[src/rtl/antares_memory_arbiter.sv]
// antares_memory_arbiter
// Shares one external memory bus between the LSU instruction port (iport)
// and data port (dport). Each side uses a 4-way enable/ready handshake.
// Data wins when only it requests or when the instruction port won last.
// Back-to-back contention therefore alternates D, I, D, I.
// A BUSY phase that sees no mem_ready/mem_error for TIMEOUT_CYCLES cycles
// completes with a bus error. If TIMEOUT_CYCLES is 0, the timeout is disabled.
//
// Ports
//   clk, rst                 clock, asynchronous active-high reset
//   iport_address/wr/enable  instruction request from LSU
//   iport_data_i/ready/error instruction response to LSU (registered)
//   dport_address/data_o/wr/enable  data request from LSU
//   dport_data_i/ready/error data response to LSU (registered)
//   mem_address/data_o/wr    shared bus request, muxed from registered grant
//   mem_enable               shared bus request strobe (registered)
//   mem_data_i/ready/error   shared bus response
//   grant_d                  1 while the data port owns the bus
//   arb_busy                 1 whenever the arbiter is not idle
module antares_memory_arbiter #(
   parameter int unsigned TIMEOUT_CYCLES = 255
) (
   input  logic        clk,
   input  logic        rst,
   input  logic [31:0] iport_address,
   input  logic [3:0]  iport_wr,
   input  logic        iport_enable,
   output logic [31:0] iport_data_i,
   output logic        iport_ready,
   output logic        iport_error,
   input  logic [31:0] dport_address,
   input  logic [31:0] dport_data_o,
   input  logic [3:0]  dport_wr,
   input  logic        dport_enable,
   output logic [31:0] dport_data_i,
   output logic        dport_ready,
   output logic        dport_error,
   output logic [31:0] mem_address,
   output logic [31:0] mem_data_o,
   output logic [3:0]  mem_wr,
   output logic        mem_enable,
   input  logic [31:0] mem_data_i,
   input  logic        mem_ready,
   input  logic        mem_error,
   output logic        grant_d,
   output logic        arb_busy
);

   localparam int unsigned CNT_W    = 16;
   localparam logic [CNT_W-1:0] TO_LIMIT = CNT_W'(TIMEOUT_CYCLES);
   localparam bit          TO_EN    = (TIMEOUT_CYCLES != 0);

   typedef enum logic [2:0] {
      IDLE   = 3'd0,
      BUSY_I = 3'd1,
      BUSY_D = 3'd2,
      DONE_I = 3'd3,
      DONE_D = 3'd4
   } state_t;

   state_t           state, state_nxt;
   logic             last_d, last_d_nxt;
   logic             abort, abort_nxt;
   logic [CNT_W-1:0] cnt, cnt_nxt;

   logic [31:0] iport_data_nxt, dport_data_nxt;
   logic        iport_ready_nxt, iport_error_nxt;
   logic        dport_ready_nxt, dport_error_nxt;
   logic        mem_enable_nxt, grant_d_nxt, arb_busy_nxt;

   logic        busy_d_c, x_enable_c, aborting_c, timeout_c, finish_c;

   // The counter holds the number of BUSY cycles already completed.
   // The current cycle is therefore cycle cnt+1. The timeout fires at the
   // end of the TIMEOUT_CYCLES-th BUSY cycle, so mem_enable stays high for
   // exactly TIMEOUT_CYCLES cycles.
   always_comb begin
      busy_d_c   = (state == BUSY_D);
      x_enable_c = busy_d_c ? dport_enable : iport_enable;
      aborting_c = abort | ~x_enable_c;
      timeout_c  = TO_EN && (cnt == TO_LIMIT - CNT_W'(1));
      finish_c   = mem_ready | mem_error | timeout_c;
   end

   // State register and all registered outputs
   always_ff @(posedge clk or posedge rst) begin
      if (rst) begin
         state        <= IDLE;
         last_d       <= 1'b0;
         abort        <= 1'b0;
         cnt          <= '0;
         iport_data_i <= '0;
         iport_ready  <= 1'b0;
         iport_error  <= 1'b0;
         dport_data_i <= '0;
         dport_ready  <= 1'b0;
         dport_error  <= 1'b0;
         mem_enable   <= 1'b0;
         grant_d      <= 1'b0;
         arb_busy     <= 1'b0;
      end else begin
         state        <= state_nxt;
         last_d       <= last_d_nxt;
         abort        <= abort_nxt;
         cnt          <= cnt_nxt;
         iport_data_i <= iport_data_nxt;
         iport_ready  <= iport_ready_nxt;
         iport_error  <= iport_error_nxt;
         dport_data_i <= dport_data_nxt;
         dport_ready  <= dport_ready_nxt;
         dport_error  <= dport_error_nxt;
         mem_enable   <= mem_enable_nxt;
         grant_d      <= grant_d_nxt;
         arb_busy     <= arb_busy_nxt;
      end
   end

   // Next-state, arbitration and response logic
   always_comb begin
      state_nxt       = state;
      last_d_nxt      = last_d;
      abort_nxt       = abort;
      cnt_nxt         = cnt;
      iport_data_nxt  = iport_data_i;
      iport_ready_nxt = iport_ready;
      iport_error_nxt = iport_error;
      dport_data_nxt  = dport_data_i;
      dport_ready_nxt = dport_ready;
      dport_error_nxt = dport_error;

      case (state)
         IDLE: begin
            cnt_nxt   = '0;
            abort_nxt = 1'b0;
            if (dport_enable && (!iport_enable || !last_d)) begin
               state_nxt = BUSY_D;
            end else if (iport_enable) begin
               state_nxt = BUSY_I;
            end
         end

         BUSY_I, BUSY_D: begin
            cnt_nxt   = (cnt == TO_LIMIT) ? cnt : cnt + CNT_W'(1);
            abort_nxt = aborting_c;
            if (finish_c) begin
               last_d_nxt = busy_d_c;
               abort_nxt  = 1'b0;
               if (aborting_c) begin
                  // Flushed request: the bus finishes, but the LSU sees no response.
                  state_nxt = IDLE;
               end else if (busy_d_c) begin
                  state_nxt       = DONE_D;
                  dport_ready_nxt = mem_ready;
                  dport_error_nxt = mem_error | (timeout_c & ~mem_ready);
                  if (mem_ready) dport_data_nxt = mem_data_i;
               end else begin
                  state_nxt       = DONE_I;
                  iport_ready_nxt = mem_ready;
                  iport_error_nxt = mem_error | (timeout_c & ~mem_ready);
                  if (mem_ready) iport_data_nxt = mem_data_i;
               end
            end
         end

         DONE_I: begin
            if (!iport_enable) begin
               iport_ready_nxt = 1'b0;
               iport_error_nxt = 1'b0;
               state_nxt       = IDLE;
            end
         end

         DONE_D: begin
            if (!dport_enable) begin
               dport_ready_nxt = 1'b0;
               dport_error_nxt = 1'b0;
               state_nxt       = IDLE;
            end
         end

         default: state_nxt = IDLE;
      endcase

      mem_enable_nxt = (state_nxt == BUSY_I) || (state_nxt == BUSY_D);
      grant_d_nxt    = (state_nxt == BUSY_D) || (state_nxt == DONE_D);
      arb_busy_nxt   = (state_nxt != IDLE);
   end

   // Shared bus request: driven only during BUSY, otherwise all zero.
   // Because the registered mem_enable and grant_d reset asynchronously,
   // these outputs drop immediately on reset.
   always_comb begin
      mem_address = '0;
      mem_data_o  = '0;
      mem_wr      = '0;
      if (mem_enable) begin
         if (grant_d) begin
            mem_address = dport_address;
            mem_data_o  = dport_data_o;
            mem_wr      = dport_wr;
         end else begin
            mem_address = iport_address;
            mem_wr      = iport_wr;
         end
      end
   end

endmodule

[config.mk]
export PLATFORM = sky130hd
export DESIGN_NAME = antares_memory_arbiter
export DESIGN_NICKNAME = d
export VERILOG_FILES = /design/src/rtl/antares_memory_arbiter.sv
export SDC_FILE = /design/constraint.sdc
export NUM_CORES = 1
export LEC_CHECK = 0
export BUFFER_PORTS_ARGS = -buffer_cell sky130_fd_sc_hd__buf_4
export CAP_MARGIN = 5
export CELL_PAD_IN_SITES_DETAIL_PLACEMENT = 0
export CELL_PAD_IN_SITES_GLOBAL_PLACEMENT = 1
export CORE_ASPECT_RATIO = 1.2
export CORE_MARGIN = 10
export CORE_UTILIZATION = 32
export DETAILED_ROUTE_END_ITERATION = 16
export PLACE_DENSITY = 0.81
export SLEW_MARGIN = 20
export SYNTH_ARGS = -nofsm -noshare
export SYNTH_HDL_FRONTEND = slang
export SYNTH_SLANG_ARGS = --single-unit
[constraint.sdc]
create_clock -name clk -period 2.8 [get_ports clk]
set_clock_uncertainty 0.05 [all_clocks]
set_input_delay 0 -clock clk [delete_from_list [all_inputs] [get_ports clk]]
set_output_delay 0 -clock clk [all_outputs]
set_load 0.02 [all_outputs]
; Yosys cells after proc, flatten, opt, wreduce, memory -nomap -nowiden
; Cells that the tools add are included.
[totals]
register_bits = 92
latch_bits = 0
ram_bits = 0
romBits = 0
output_inout_bits = 139
mem_count = 0
[op_classes]
addsub = 1
multipliers = 0
div_mod_pow = 0
n_lt_le_gt_ge = 0
eq_ne = 16
n_shift = 0
mux = 37
n_bitwise = 9
n_reduce_logical = 18
[op_table]
columns = op, count
row1 = 32-bit 2-to-1 mux, 4
row2 = 16-bit by 8-bit == test with 1-bit output (second input constant), 2
row3 = 16-bit one-hot mux with 2 select lines, 1
row4 = 3-bit 2-to-1 mux, 7
row5 = 5-bit AND reduction, 4
row6 = 16-bit by 1-bit adder with 16-bit output (second input constant), 1
row7 = 1-bit 2-to-1 mux, 16
row8 = 16-bit 2-to-1 mux, 1
row9 = 2-bit inequality test (second input constant), 7
row10 = 3-bit one-hot mux with 4 select lines, 1
row11 = 1-bit one-hot mux with 2 select lines, 5
row12 = 3-bit by 2-bit == test with 1-bit output (second input constant), 3
row13 = 4-bit 2-to-1 mux, 2
row14 = 3-bit by 1-bit == test with 1-bit output (second input constant), 2
row15 = 3-bit == test (second input constant), 2
row16 = 2-bit nonzero test, 3
row17 = 1-bit inverter, 4
row18 = 1-bit bitwise OR, 4
row19 = 2-bit AND reduction, 2
row20 = 3-bit logical NOT, 1
row21 = 1-bit logical OR, 3
row22 = 3-bit nonzero test, 1
row23 = 1-bit logical NOT, 2
row24 = 2-bit OR reduction, 1
row25 = other kinds (2), 2

; Logic depth before layout (Yosys ltp)
; Gate-level depths: netlist of run 1.
[depth]
ltp_word = 9
ltp_mapped = 7

; Least setup slack after synthesis of run 1
; Ideal clock, no wire load.
[synth_path]
path_kind = register to register
startpoint = register cnt[10]
endpoint = register dport_error
setup_ns = 0.125
arrival_ns = 1.649
t_required_ns = 2.625
setup_slack_ns = 0.977
stages_incl_launch_ff = 6
synth_period_minus_slack_ns = 1.823
cell_sequence = dfrtp_1 -> nor4_4 -> and4_4 -> o311ai_1 -> a21oi_1 -> mux2_2
[synth_via]
elab_chain_cells = 7
elab_cells_between_ends = 10
classes_between = eq/ne: 2 / mux: 4 / bitwise: 3 / reduce/logical: 1
[synth_rtl]
columns = item, line_no
row1 = start: declaration, 64  ; logic [CNT_W-1:0] cnt, cnt_nxt;
row2 = start signal: assignment, 105  ; cnt <= cnt_nxt;
row3 = 16-bit by 8-bit == test with 1-bit output (*), 81  ; timeout_c = TO_EN && (cnt == TO_LIMIT - CNT_W'(1));
row4 = 1-bit AND, 154  ; dport_error_nxt = mem_error | (timeout_c & ~mem_ready);
row5 = 1-bit bitwise OR, 154
row6 = 1-bit 2-to-1 mux, 151  ; end else if (busy_d_c) begin
row7 = 1-bit 2-to-1 mux, 148  ; if (aborting_c) begin
row8 = 1-bit 2-to-1 mux, 145  ; if (finish_c) begin
row9 = 1-bit one-hot mux with 2 select lines, 131  ; case (state)
row10 = end signal: assignment, 111  ; dport_error <= dport_error_nxt;
row11 = end: declaration, 37  ; output logic dport_error,
; Every way passes the cells marked *; elsewhere a longest branch is shown, timed or not. The select of a mux whose other input is x is not followed.
; A chain may end at the register's enable or synchronous reset.

; Final worst setup path of run 1
[layout_path]
startpoint = register state[1]
endpoint = register dport_data_i[18]
[layout_via]
elab_chain_cells = 6
elab_cells_between_ends = 8
classes_between = eq/ne: 2 / mux: 1 / bitwise: 3 / reduce/logical: 2
[layout_rtl]
columns = item, line_no
row1 = start: declaration, 61  ; state_t state, state_nxt;
row2 = start signal: assignment, 102  ; state <= state_nxt;
row3 = 3-bit by 2-bit == test with 1-bit output, "78, 131"
row4 = 1-bit 2-to-1 mux, 79  ; x_enable_c = busy_d_c ? dport_enable : iport_enable;
row5 = 1-bit inverter, 80  ; aborting_c = abort | ~x_enable_c;
row6 = 1-bit bitwise OR, 80
row7 = 1-bit inverter (no source line), --
row8 = 5-bit AND reduction (no source line) (*), --
row9 = end signal: assignment, 109  ; dport_data_i <= dport_data_nxt;
row10 = end: declaration, 35  ; output logic [31:0] dport_data_i,
; Every way passes the cells marked *; elsewhere a longest branch is shown, timed or not.

==> results of run 1 <==
kinds of logic after synthesis:
| logic type | after synthesis |
|---|---|
| fa+ha+maj | 3 |
| mux | 102 |
| flops | 92 |
| simple gates | 145 |
| compound gates | 48 |
| xor+xnor | 6 |
| buf+inv | 38 |
where the power goes:
| part | total, mW | switching (mW) | internal [mW] |
|---|---|---|---|
| Clock | 1.23 | 0.488 | 0.738 |
| Combinational | 4.23 | 2.25 | 1.98 |
| Sequential | 2.36 | 0.471 | 1.89 |
per-layer routing:
| metal | global-route usage [%] | wire length, um | vias to the layer above |
|---|---|---|---|
| li1 | - | - | 2165 |
| met1 | 18.5 | 7070 | 2193 |
| met2 | 32.4 | 10100 | 225 |
| met3 | 8.25 | 2060 | 6 |
| met4 | 4.20 | 93 | 0 |
| met5 | 0 | 0 | - |
registers in the layout, indices dropped and copies added, names as in the netlist, 3 cells and up:
register      cells
state             3
cnt              16
iport_data_i     32
dport_data_i     32
synth_stat cells, types with 3 or more instances:
| cell | count | area [um^2] |
|---|---|---|
| inv_1 | 8 | 30.0 |
| a31oi_1 | 4 | 25.0 |
| nand3_1 | 4 | 20.0 |
| or3_1 | 6 | 37.5 |
| xor2_1 | 4 | 35.0 |
| clkbuf_1 | 18 | 67.6 |
| mux2_2 | 65 | 732 |
| nand4_1 | 6 | 37.5 |
| o21ai_0 | 10 | 50.1 |
| buf_2 | 8 | 40.0 |
| and2_1 | 3 | 18.8 |
| nor2b_1 | 38 | 238 |
| buf_4 | 3 | 22.5 |
| nor2_1 | 22 | 82.6 |
| and3_1 | 36 | 225 |
| a21oi_1 | 12 | 60.1 |
| mux2i_1 | 37 | 370 |
| dfrtp_1 | 92 | 2300 |
| nand2_1 | 12 | 45.0 |
per-stage QoR:
stage	utilization (%)	area (um^2)	instances	hold slack (ns)	total power, mW
after CTS	52.4	7830	947	0.0482	7.87
after global placement	47.9	7170	895	0.0772	6.48
after detailed placement	47.9	7170	895	0.0825	6.59
after global routing	52.4	7840	949	0.108	8.28
final	52.4	7840	949	0.0560	7.81
after floorplan	-	4880	434	0.100	4.66
critical path, cell delays in order (launching register included):
cell     delay, ns
dfrtp_1       0.67
nor2b_1       0.28
and2_1        0.19
and3_1        0.17
buf_4         0.40
mux2_2        0.41
final timing paths:
| check | startpoint | endpoint | slack (ns) | cells past startpoint |
|---|---|---|---|---|
| max | state[1]$_DFF_PP0_ | dport_data_i[18]$_DFFE_PP0P_ | 0.48 | 5 |
| min | dport_enable | dport_ready$_DFFE_PP0P_ | 0.06 | 4 |
| max reg2reg | state[1]$_DFF_PP0_ | dport_data_i[18]$_DFFE_PP0P_ | 0.48 | 5 |
| min reg2reg | iport_data_i[19]$_DFFE_PP0P_ | iport_data_i[19]$_DFFE_PP0P_ | 0.46 | 1 |
| max in group asynchronous | rst | dport_error$_DFFE_PP0P_ | 1.71 | 4 |
| min in group asynchronous | rst | dport_data_i[15]$_DFFE_PP0P_ | 0.27 | 3 |
cell type report:
class                      instances  area [um^2]  area share, %
inverter                           8         31.3          0.399
sequential                        92         2300           29.4
clock buffer                      12          256           3.27
tap                              204          255           3.26
timing repair buffer             323         2530           32.2
antenna                            2         5.00         0.0638
multi-input combinational        304         2410           30.8
clock inverter                     4         47.5          0.607
==> metrics.csv, run 1 <==
metric;value;unit
status;finished, final reports clean;
layout cells sized above 1;51.4;%
DR pass1 iterations;4;
Cell variety after synth;54;
WL/cell;20.4;um
Starting DRT DRC Count;240;
worst hold path type;in -> reg;
Post-CTS Setup Repair Bufs;0;
Area Growth Syn to Fin;60.7;%
Post-Synth Adder-Cell Area;0.744;%
Clock Path Buffers;2;
Setup TNS Final;0;ns
Compound-Gate Fraction of Synth Area;6.80;%
FMAX;431;MHz
initial antenna violation count;2;
syn avg cell area;11.2;um^2
Post-Place Worst Slack;0.538;ns
vias per std cell;4.84;
Pins Over Slew Limit;0;
number of gates resized after CTS;0;
Tot GR Track Use;17.9;%
synthesized flop and latch total;92;
RSZ-0062 raised after global routing;no;
synthesis warning total;0;
commonest cells after routing, fill and taps aside;buf_4 (286), dfrtp_1 (90), mux2_2 (65);
largest net degree at the start of global routing;70;
clk sinks;92;
cell row count;49;
Post-synth EDFFs;0;
Num CTS Buffers;9;
FILL cells;1324;
count of final setup violators;0;
number of global-route vias before repair;4932;
wirelength, routed;19.3;mm
die area;20600;um^2
nets@finish;882;
clk root buf;clkbuf_16;
clock latency on the worst-skew pair;0.33;ns
startpoint types;flip-flop;
Setup CP Type;reg -> reg;
DPL Wire Length;15.3;mm
I/O pins;281;
post-synthesis sequential area ratio;47.2;%
Antenna Nets Post-Route;0;
period utilization;82.9;%
Synth Area in XOR/XNOR;1.08;%
clock slew at the register clock pins of the worst setup and hold paths;0.06;ns
Starting Density;32.6;%
CP Max Fanout;33;
final worst slack;0.480;ns
hold buffer count at CTS;36;
Synth Area in Simple Gates;18.2;%
largest family of logic cells by synthesized area;multiplexers;
critical path required time;2.96;ns
ys async rst share;100;%
syn_nets;578;
# H-tree levels;3;
ys flop type;dfrtp_1;
first-pass GRT wire length;29.4;mm
input/output buffers;280;
endpoints failing hold;0;
Mapped Area;4880;um^2
Worst Max-Slew Pin Slew;0.835;ns
Chip Width;133;um
VDD IR max;0.000719;V
Routability Congestion;0.801;
Setup crit end kind;flip-flop;
Max-Cap Viols;0;
commonest non-fill, non-tap cell in the layout;buf_4;
core box area;15000;um^2
PD cells;997;nW/um^2
P_leak;3.91;nW
Slew headroom;44.3;%
mux cell area share after synthesis;22.6;%
TritonCTS clock tree;done;
worst path arrival time;2.48;ns
GR Overflow Total;0;
drt drc;0;
Vias;4589;
Period minus WS final;2.32;ns
Synth Instances;434;
die height;155;um
Note: power is estimated with default switching activity, not from simulation.
==> run 2: changes to the inputs <==
Clock period 2.8 ns to 2.3 ns, I/O delays scaled along.
==> run 2 against run 1 <==
Effect of this change: critical path depth is the same; final cell count rose by 0.21%; combinational power increased by 25%; fmax increased by 17%; largest power group unchanged; sequential power increased by 17%; worst hold slack gained 0.0078 ns; utilization increased by 0.43 points; first-iteration DRC count down 6.3%.
==> metrics.csv, run 2 (synthesized netlist as in run 1, its figures left out) <==
metric;value;unit;change
status;finished, final reports clean;;unchanged
Period minus WS final;1.98;ns;was 2.32 ns
Routability Congestion;0.845;;was 0.801
CP Max Fanout;5;;was 33
# H-tree levels;3;;unchanged
worst hold path type;in -> reg;;unchanged
period utilization;86.0;%;was 82.9%
Worst Max-Slew Pin Slew;0.622;ns;was 0.835 ns
area of the multi-input gates;2410;um^2;unchanged
VDD IR max;0.000997;V;was 0.000719 V
largest net degree at the start of global routing;70;;unchanged
commonest cells after routing, fill and taps aside;buf_4 (287), dfrtp_1 (91), mux2_2 (65);;was buf_4 (286), dfrtp_1 (90), mux2_2 (65)
endpoints failing hold;0;;unchanged
DR pass1 iterations;4;;unchanged
antenna diode count;0;;was 2
Setup CP Type;reg -> reg;;unchanged
Clock Path Buffers;2;;unchanged
P_sw;3.95;mW;was 3.21 mW
Chip Width;133;um;unchanged
Post-CTS Setup Repair Bufs;0;;unchanged
Antenna Nets Post-Route;0;;unchanged
DPL Wire Length;15.2;mm;was 15.3 mm
Area Growth Syn to Fin;62.0;%;was 60.7%
FILL cells;1327;;was 1324
Final Core Density;52.8;%;was 52.4%
die area;20600;um^2;unchanged
Post-Place Worst Slack;0.315;ns;was 0.538 ns
initial antenna violation count;0;;was 2
vias per std cell;4.88;;was 4.84
sequential power share;28.7;%;was 30.2%
dpl cells;899;;was 895
WL/cell;20.1;um;was 20.4 um
Num CTS Buffers;9;;unchanged
PD cells;1210;nW/um^2;was 997 nW/um^2
Cell Int Power;5.61;mW;was 4.61 mW
layout cells sized above 1;51.7;%;was 51.4%
Tot GR Track Use;17.5;%;was 17.9%
Net Sw Frac;41.3;%;was 41.0%
final worst slack;0.321;ns;was 0.480 ns
Setup TNS Final;0;ns;unchanged
cell row count;49;;unchanged
grt met1 use;18.3;%;was 18.5%
number of gates resized after CTS;0;;unchanged
die height;155;um;unchanged
gr busiest metal;met2;;unchanged
GR Overflow Total;0;;unchanged
nets@finish;886;;was 882
input/output buffers;280;;unchanged
clk root buf;clkbuf_16;;unchanged
Starting Density;32.6;%;unchanged
P_leak;3.95;nW;was 3.91 nW
FMAX;505;MHz;was 431 MHz
top flop regs;dport_data_i: 32 flops, iport_data_i: 32 flops, cnt: 16 flops;;unchanged
M2 GR Usage;31.1;%;was 32.4%
Max-Cap Viols;0;;unchanged
Tot Pwr;9.57;mW;was 7.81 mW
Clock power frac;15.9;%;was 15.7%
startpoint types;flip-flop;;unchanged
register area;2300;um^2;about the same
Final Non-Filler Cells;951;;was 949
Starting DRT DRC Count;225;;was 240
clk sinks;92;;unchanged
I/O pins;281;;unchanged
Pins Over Slew Limit;0;;unchanged
critical path required time;2.48;ns;was 2.96 ns
drt drc;0;;unchanged
first-pass GRT wire length;28.8;mm;was 29.4 mm
worst path arrival time;2.16;ns;was 2.48 ns
hold buffer count at CTS;36;;unchanged
Vias;4641;;was 4589
clock latency on the worst-skew pair;0.34;ns;was 0.33 ns
TritonCTS clock tree;done;;unchanged
RSZ-0062 raised after global routing;no;;unchanged
clock slew at the register clock pins of the worst setup and hold paths;0.07;ns;was 0.06 ns
count of final setup violators;0;;unchanged
GRT met3 Usage;7.76;%;was 8.25%
wirelength, routed;19.1;mm;was 19.3 mm
Setup crit end kind;flip-flop;;unchanged
commonest non-fill, non-tap cell in the layout;buf_4;;unchanged
core box area;15000;um^2;unchanged
number of global-route vias before repair;4912;;was 4932
Slew headroom;58.2;%;was 44.3%
combinational share of power;55.3;%;was 54.1%
## run 2: worst paths after layout
path	from	end	slack, ns	depth (start not counted)
max	cnt[10]$_DFFE_PP0P_	dport_error$_DFFE_PP0P_	0.32	5
min	dport_enable	dport_ready$_DFFE_PP0P_	0.06	4
max reg2reg	cnt[10]$_DFFE_PP0P_	dport_error$_DFFE_PP0P_	0.32	5
min reg2reg	dport_data_i[25]$_DFFE_PP0P_	dport_data_i[25]$_DFFE_PP0P_	0.46	1
max in group asynchronous	rst	iport_data_i[19]$_DFFE_PP0P_	1.27	4
min in group asynchronous	rst	iport_data_i[13]$_DFFE_PP0P_	0.23	3
## run 2: metrics by stage
step           instance area [um^2]  hold WS (ns)
2_1_floorplan                  4880         0.100
3_3_place_gp                   7240        0.0429
3_5_place_dp                   7240        0.0521
4_1_cts                        7900        0.0584
5_1_grt                        7900        0.0843
6_report                       7900        0.0638
## run 2: metal layers
layer / part of all wire [%] / up-vias
li1: - / 2163
met1: 38 / 2232
met2: 51 / 236
met3: 10 / 10
met4: 1.3 / 0
met5: 0 / -
## run 2: worst max-delay path, cell delays in order (launching register included)
cell and delay, ns:
dfrtp_1 0.44, nor4_4 0.40, and4_4 0.33, o311ai_1 0.09, a21oi_1 0.20, mux2_2 0.36
## run 2: power by group through the flow
stage / sequential (mW) / combinational (mW) / clock, mW
after detailed placement: 2.77 / 5.31 / 0
after CTS: 2.76 / 5.36 / 1.55
after global routing: 2.85 / 5.66 / 1.62
after global placement: 2.72 / 5.23 / 0
final: 2.75 / 5.30 / 1.52
after floorplan: 3.42 / 2.25 / 0
## run 2: area by class of cell
cell class | count | area share [%]
Inverter | 8 | 0.427
Clock inverter | 7 | 0.997
Sequential cell | 92 | 29.1
Timing Repair Buffer | 327 | 32.8
Multi-Input combinational cell | 304 | 30.5
Clock buffer | 9 | 2.85
Tap cell | 204 | 3.23
==> run 3: changes to the inputs <==
Clock period 2.3 ns to 2.2 ns, I/O delays scaled along.
==> run 3 against run 2 <==
Effect of this change: non-clock buffer count increased by 3; worst hold slack got worse by 0.011 ns; largest power group unchanged; register-to-register slack got worse by 0.09 ns; final cell count increased by 0.32%; largest cell class unchanged; via count about the same; sequential share of layout area decreased by 0.15 points; sequential power increased by 3%; fmax increased by 0.64%.
==> metrics.csv, run 3 (synthesized netlist as in run 1, its figures left out) <==
metric;value;unit;change
status;finished, final reports clean;;unchanged
TritonCTS clock tree;done;;unchanged
Routability Congestion;0.805;;was 0.845
GR Overflow Total;0;;unchanged
vias per std cell;4.87;;was 4.88
DPL Wire Length;15.1;mm;was 15.2 mm
die area;20600;um^2;unchanged
VDD IR max;0.000971;V;was 0.000997 V
clk root buf;clkbuf_16;;unchanged
antenna diode count;0;;unchanged
nets@finish;889;;was 886
core box area;15000;um^2;unchanged
Placed Instance Area;7260;um^2;was 7240 um^2
input/output buffers;280;;unchanged
top flop regs;dport_data_i: 32 flops, iport_data_i: 32 flops, cnt: 16 flops;;unchanged
post-route cell area;7940;um^2;was 7900 um^2
clock latency on the worst-skew pair;0.34;ns;about the same
worst path arrival time;2.14;ns;was 2.16 ns
Setup TNS Final;0;ns;unchanged
startpoint types;flip-flop;;unchanged
endpoints failing hold;0;;unchanged
first-pass GRT wire length;28.9;mm;was 28.8 mm
count of final setup violators;0;;unchanged
clk sinks;92;;unchanged
layout cells sized above 1;51.7;%;about the same
CP max stage delay;0.42;ns;was 0.44 ns
largest net degree at the start of global routing;70;;unchanged
initial antenna violation count;0;;unchanged
clock slew at the register clock pins of the worst setup and hold paths;0.07;ns;about the same
Area Growth Syn to Fin;62.9;%;was 62.0%
Setup crit end kind;flip-flop;;unchanged
DR pass1 iterations;5;;was 4
CP bufs+invs;0;;unchanged
critical-path cell list;and4_1 -> and4_4 -> o311ai_1 -> a21oi_1 -> mux2_2;;was nor4_4 -> and4_4 -> o311ai_1 -> a21oi_1 -> mux2_2
period utilization;89.4;%;was 86.0%
Starting Density;32.6;%;unchanged
commonest non-fill, non-tap cell in the layout;buf_4;;unchanged
register area;2300;um^2;unchanged
Top delay family on crit path;simple AND/OR/NAND/NOR gates;;unchanged
commonest cells after routing, fill and taps aside;buf_4 (290), dfrtp_1 (91), mux2_2 (65);;was buf_4 (287), dfrtp_1 (91), mux2_2 (65)
die height;155;um;unchanged
Period minus WS final;1.97;ns;was 1.98 ns
area of the multi-input gates;2410;um^2;unchanged
Post-CTS Setup Repair Bufs;0;;unchanged
Tot GR Track Use;17.5;%;about the same
Max-Cap Viols;0;;unchanged
Antenna Nets Post-Route;0;;unchanged
Setup CP Type;reg -> reg;;unchanged
Vias;4642;;was 4641
FILL cells;1361;;was 1327
Starting DRT DRC Count;202;;was 225
P_leak;3.96;nW;was 3.95 nW
number of global-route vias before repair;5001;;was 4912
Num CTS Buffers;9;;unchanged
FMAX;509;MHz;was 505 MHz
# H-tree levels;3;;unchanged
Chip Width;133;um;unchanged
CP Max Fanout;10;;was 5
worst hold path type;in -> reg;;unchanged
wirelength, routed;19.0;mm;was 19.1 mm
WL/cell;19.9;um;was 20.1 um
Clock Path Buffers;2;;unchanged
Pins Over Slew Limit;0;;unchanged
I/O pins;281;;unchanged
drt drc;0;;unchanged
Final Core Density;53.1;%;was 52.8%
Slew headroom;51.4;%;was 58.2%
RSZ-0062 raised after global routing;no;;unchanged
slowest stage cell, crit path;and4_1;;was dfrtp_1
number of gates resized after CTS;0;;unchanged
cell row count;49;;unchanged
PD cells;1270;nW/um^2;was 1210 nW/um^2
critical path required time;2.37;ns;was 2.48 ns
Worst Max-Slew Pin Slew;0.727;ns;was 0.622 ns
==> run 3: cell types whose count changed in the layout (fill, tap and decap cells not counted), sizes merged <==
cell | before | now
bufinv | 1 | 2
inv | 12 | 9
clkinvlp | 1 | 2
buf | 291 | 294
clkbuf | 9 | 10
==> run 3: layer usage <==
layer  up-vias  wire length, um  part of all wire, %  track usage [%]
met2       238             9630                   51             31.6
li1       2169                -                    -                -
met3        14             1940                   10             7.31
met4         0              256                  1.4             3.88
met5         -                0                    0                0
met1      2221             7130                   38             18.6
==> run 3: what timing repair did <==
action,in CTS,in global routing
endpoints found under the hold margin,97,0
setup endpoints to repair,0,0
hold buffers,36,0
==> run 3: stage by stage <==
step,std cells,hold WS (ns),power (mW),setup WS [ns]
after floorplan,434,0.100,5.93,0.377
after global placement,902,0.103,8.34,0.259
after detailed placement,902,0.110,8.45,0.249
after CTS,954,0.0409,10.2,0.231
after global routing,954,0.0766,10.7,0.109
final,954,0.0527,10.1,0.234
==> run 3: final timing paths <==
kind | start | to | slack [ns] | depth (start not counted)
max in group asynchronous | rst | iport_data_i[2]$_DFFE_PP0P_ | 1.20 | 4
setup reg to reg | cnt[2]$_DFFE_PP0P_ | dport_error$_DFFE_PP0P_ | 0.23 | 5
hold reg to reg | iport_data_i[25]$_DFFE_PP0P_ | iport_data_i[25]$_DFFE_PP0P_ | 0.46 | 1
hold / removal | dport_enable | dport_ready$_DFFE_PP0P_ | 0.05 | 4
min in group asynchronous | rst | cnt[3]$_DFFE_PP0P_ | 0.30 | 3
setup / recovery | cnt[2]$_DFFE_PP0P_ | dport_error$_DFFE_PP0P_ | 0.23 | 5
==> run 3: power breakdown <==
group | leakage, nW | switching, mW | total, mW | internal (mW)
sequential | 1.15 | 0.432 | 2.83 | 2.40
clock | 0.154 | 0.659 | 1.66 | 1.01
combinational | 2.66 | 3.01 | 5.59 | 2.58
total | 3.96 | 4.10 | 10.1 | 5.99
==> run 3: cell type report <==
| type | instances | share of cell area, % |
|---|---|---|
| Clock buffer | 10 | 2.88 |
| Inverter | 8 | 0.425 |
| Timing Repair Buffer | 330 | 33.0 |
| Multi-Input combinational cell | 304 | 30.4 |
| Sequential cell | 92 | 29.0 |
| Clock inverter | 6 | 1.18 |
| Tap cell | 204 | 3.21 |
==> run 3: worst register-to-register path, delay by kind of cell, from the launching register on <==
kind,cells,cell delay [ns]
compound gates,2,0.30
flops,1,0.41
mux,1,0.35
simple gates,2,0.75
